--- src/rtl/rv32i_types.sv ---
// rv32i_types: shared adaptor state encoding and beat-count helper
package rv32i_types;

    typedef enum logic [1:0] {IDLE, READ, WRITE, DONE} adaptor_state_t;

    function automatic int beats_of(input int lw, input int bw);
        return lw / bw;
    endfunction

endpackage

--- src/rtl/cacheline_burst_adaptor.sv ---
// cacheline_burst_adaptor: turns one cache-line read/write into a fixed-length burst of narrower memory beats
module cacheline_burst_adaptor
    import rv32i_types::*;
#(
    parameter int line_width  = 256,
    parameter int burst_width = 64,
    parameter int s_offset    = 5
) (
    input  logic                   clk,
    input  logic                   rst,
    input  logic [31:0]            pmem_address,
    input  logic                   pmem_read,
    input  logic                   pmem_write,
    input  logic [line_width-1:0]  pmem_wdata,
    output logic [line_width-1:0]  pmem_rdata,
    output logic                   pmem_resp,
    output logic [31:0]            burst_address,
    output logic                   burst_read,
    output logic                   burst_write,
    output logic [burst_width-1:0] burst_wdata,
    input  logic [burst_width-1:0] burst_rdata,
    input  logic                   burst_resp
);

    localparam int BEATS = beats_of(line_width, burst_width);
    localparam int CW    = BEATS > 1 ? $clog2(BEATS) : 1;

    adaptor_state_t        state_q, state_d;
    logic [CW-1:0]         cnt_q, cnt_d;
    logic [line_width-1:0] buf_q, buf_d;
    logic [line_width-1:0] rdata_q, rdata_d;
    logic [31:0]           addr_q, addr_d;
    logic                  last;

    assign last          = cnt_q == CW'(BEATS - 1);
    assign burst_read    = state_q == READ;
    assign burst_write   = state_q == WRITE;
    assign pmem_resp     = state_q == DONE;
    assign burst_address = addr_q;
    assign burst_wdata   = buf_q[cnt_q*burst_width +: burst_width];
    assign pmem_rdata    = rdata_q;

    // Next-state: accept a request in IDLE, move one beat per burst_resp, publish the read line on the last beat
    always_comb begin
        state_d = state_q;
        cnt_d   = cnt_q;
        buf_d   = buf_q;
        rdata_d = rdata_q;
        addr_d  = addr_q;
        case (state_q)
            IDLE: if (pmem_read || pmem_write) begin
                addr_d  = pmem_address & ~((32'd1 << s_offset) - 32'd1);
                state_d = pmem_read ? READ : WRITE;
                buf_d   = pmem_read ? buf_q : pmem_wdata;
            end
            READ: if (burst_resp) begin
                buf_d[cnt_q*burst_width +: burst_width] = burst_rdata;
                cnt_d   = last ? '0 : cnt_q + CW'(1);
                state_d = last ? DONE : READ;
                rdata_d = last ? buf_d : rdata_q;
            end
            WRITE: if (burst_resp) begin
                cnt_d   = last ? '0 : cnt_q + CW'(1);
                state_d = last ? DONE : WRITE;
            end
            default: state_d = IDLE;
        endcase
    end

    // State and datapath registers; reset aborts any burst at once
    always_ff @(posedge clk or negedge rst) begin
        if (!rst) begin
            state_q <= IDLE;
            cnt_q   <= '0;
            buf_q   <= '0;
            rdata_q <= '0;
            addr_q  <= '0;
        end else begin
            state_q <= state_d;
            cnt_q   <= cnt_d;
            buf_q   <= buf_d;
            rdata_q <= rdata_d;
            addr_q  <= addr_d;
        end
    end

endmodule

--- config.mk ---
export PLATFORM = sky130hd
export DESIGN_NAME = cacheline_burst_adaptor
export DESIGN_NICKNAME = d
export VERILOG_FILES = /design/src/rtl/rv32i_types.sv /design/src/rtl/cacheline_burst_adaptor.sv
export SDC_FILE = /design/constraint.sdc
export NUM_CORES = 1
export LEC_CHECK = 0
export ABC_CLOCK_PERIOD_IN_PS = 2800
export BUFFER_PORTS_ARGS = -buffer_cell sky130_fd_sc_hd__buf_2
export CORE_AREA = 2 2 278 280
export CTS_CLUSTER_SIZE = 8
export DETAILED_ROUTE_END_ITERATION = 10
export DIE_AREA = 0 0 280 282
export GPL_TIMING_DRIVEN = 0
export PLACE_DENSITY = 0.7
export SETUP_SLACK_MARGIN = 0.1
export SYNTH_ARGS = -nofsm -noshare
export SYNTH_HDL_FRONTEND = slang
export SYNTH_SLANG_ARGS = --single-unit
export TNS_END_PERCENT = 100
--- constraint.sdc ---
create_clock -name clk -period 2.8 [get_ports clk]
set_input_delay 0.28 -clock clk [delete_from_list [all_inputs] [get_ports clk]]
set_output_delay 0.28 -clock clk [all_outputs]
set_load 0.03 [all_outputs]
==> results.ini <==
[status]
status = finished clean

[floorplanning]
row_count = 101
core_um2 = 75700
die_area_um2 = 79000
die_w_um = 280
initial_core_util_pct = 35.6
die_h_um = 282
pin_count = 712

[timing]
setup_viol = 0
fmax_mhz = 374
post-route-min-period_ns = 2.68
period_share_pct = 95.6
clock_skew_ns = 0.0246
worstMarginPinSlew_ns = 0.921
rsz0062_at_grt = true
hold_violations = 0
max_slew_margin_pct = 38.6
maxSlewViolCount = 0

[worst_setup_path]
crit_start = cnt_q[0]
end_kind = flop
reg2reg_from = cnt_q[0]
path_class = reg -> reg
crit_path_max_fanout = 10
worstPathArrival_ns = 3.13
reg2reg_depth = 6
critPathLaunchType = flop
cp.required_ns = 3.26

[finish]
fill_cells = 7053
finalNonFillerCells = 4812
ff_latch_area_um2 = 13600
area_delta_synth_final_pct = 35.9
multi_input_area_um2 = 12300
fin_nets = 4177
drive_gt1_share_pct = 30.3

[synth]
synth_ff_type = dfrtp_1
ys_async_sr_fraction_pct = 100
yosysUniqueCellTypes = 40
netlist_area_um2 = 27000
synth-seq-cells = 543
synth_common_cells = nand2_1, dfrtp_1, nor2b_1
synth_top_cell_by_area = dfrtp_1
synth-warning-count = 0
seq_area_frac_synth_pct = 50.4
synth-edff-count = 0
yosysMostFrequentCell = nand2_1
netlist_instances = 2816
synth_top_area_share_pct = 50.4
synth_area_leaders = dfrtp_1, nand2_1, nor2b_1
syn-mean-instance-area_um2 = 9.57

[hold_path]
worstHoldPathCells = 3
hold_class = in -> reg
worstHoldStart = pmem_wdata[234]

[route]
vias_per_cell = 5.95
drt_iter0_markers = 2933
vias = 28600
wl_um = 140000
drc_errors = 0
post_drt_wl_per_cell_um = 29.2
drt.antenna.violating_nets = 0
dr.pass1.iters = 8

[power_and_ir_drop]
internal_power_mw = 24.8
power_mw = 48.5
pwr-share-comb_pct = 54.8
power_switching_share_pct = 48.9
switching_power_mw = 23.7
pwr-share-seq_pct = 27.3
clockPowerShare_pct = 17.9
p_per_area_nw_per_um2 = 1320
p_leak_nw = 17.6
vdd_drop_max_uv = 669

[placement]
place_inst = 4503
dpl.hpwl_um = 101000
place_congestion = 0.943
io_buffers = 701

[clock_network]
cts.sinks = 543
clock_latency_ns = 0.62
cts_buffers = 79
cts-root-buf = clkbuf_16
clk_pin_slew_worst_paths_ns = 0.06
cts_tree = built
clk_path_buf_depth = 3
htreeDepth = 3

[global_route]
grt-ovfl-total = 0
grt_use_total_pct = 34.7
grt_pass1_wl_um = 197000
grt_pass1_vias = 28200
grt_max_degree = 118
antenna_found_initial = 17

[flow_run]
maxCapViolCount = 0

## worst paths after layout
path | slack, ns | to
setup / recovery | 0.12 | pmem_rdata[253]
hold / removal | 0.04 | buf_q[234]
setup reg to reg | 0.12 | pmem_rdata[253]
hold reg to reg | 0.47 | pmem_rdata[53]
max in group asynchronous | 0.76 | pmem_rdata[186]
min in group asynchronous | 0.32 | pmem_rdata[210]
## cell families (layout without fill, tap and decap cells)
kind of cell,count (synthesis),in the layout,share of synthesized area (%)
multiplexers,94,94,6.60
buffers and inverters,287,1290,4.47
AND/OR/NAND/NOR,935,935,15.5
AO/OA/AOI/OAI,947,947,22.6
other,1,16,0.0139
adder cells (fa/ha/maj),9,9,0.418
flip-flops,543,543,50.4
## cell type report
cell class	instances	share of cell area, %
repair buffers	911	15.5
multi-input cells	1990	33.7
clock inverters	7	0.246
clock buffers	86	5.47
diodes	11	0.0751
flip-flops and latches	543	37.1
well taps	978	3.34
plain buffers	256	4.31
inverters	30	0.307
## power groups by stage
stage,Combinational (mW),Sequential [mW],Clock (mW)
6_report,26.6,13.3,8.69
5_1_grt,28.0,13.5,9.05
4_1_cts,25.8,13.1,8.75
3_5_place_dp,24.9,13.2,0
3_3_place_gp,24.6,13.1,0
2_1_floorplan,13.5,14.8,0
## critical path: stages (launching register included)
cell and delay (ns):
dfrtp_2 0.44, ha_1 0.29, nand3_1 0.18, clkbuf_2 0.43
clkbuf_4 0.47, clkbuf_2 0.51, o21ai_0 0.18
## sequential cells by signal, summed over array words and instances, names as in the netlist
signal and flops:
burst_address 27, state_q 2, pmem_rdata 256, cnt_q 2, buf_q 256
## cell usage in the layout, fill, tap and decap left out, types with 80 or more instances in the layout
cell / instances
o211ai_1: 103
o21ai_0: 219
nand2_1: 562
dlygate4sd3_1: 188
dfrtp_1: 541
nor2b_1: 232
nor2_1: 123
a21o_1: 121
a21oi_1: 123
clkbuf_2: 104
a211oi_1: 114
a31oi_1: 113
clkbuf_16: 80
buf_2: 724
## what timing repair did
item                                   in CTS  in global routing
setup endpoints to repair                 579                363
endpoints found under the hold margin     278                  0
buffers inserted                            8                  9
pin swaps                                   4                  1
gates resized for setup                   192                145
hold buffers                              188                  0
cloned                                      0                  1
## metal layers
layer	wire (um)	track usage, %	share of wire, %	vias up
li1	-	-	-	11900
met1	55000	44.9	39	14300
met2	63400	53.8	45	1996
met3	13500	7.74	9.6	473
met4	8410	19.2	6.0	8
met5	51	0	0.036	-
## stage by stage
stage	hold slack (ns)	worst slack (ns)	util [%]	instance area (um2)	setup TNS [ns]
floorplan	-0.0156	0.104	-	27000	0
global placement	0.458	-10.37	41.9	31700	-6445.96
detailed placement	0.376	-2.30	42.0	31800	-862.21
CTS	0.00499	0.0900	48.0	36300	0
global route	0.0481	0.0803	48.4	36600	0
finish	0.0409	0.123	48.4	36600	0
No activity file was read; power rests on OpenSTA's default activity.
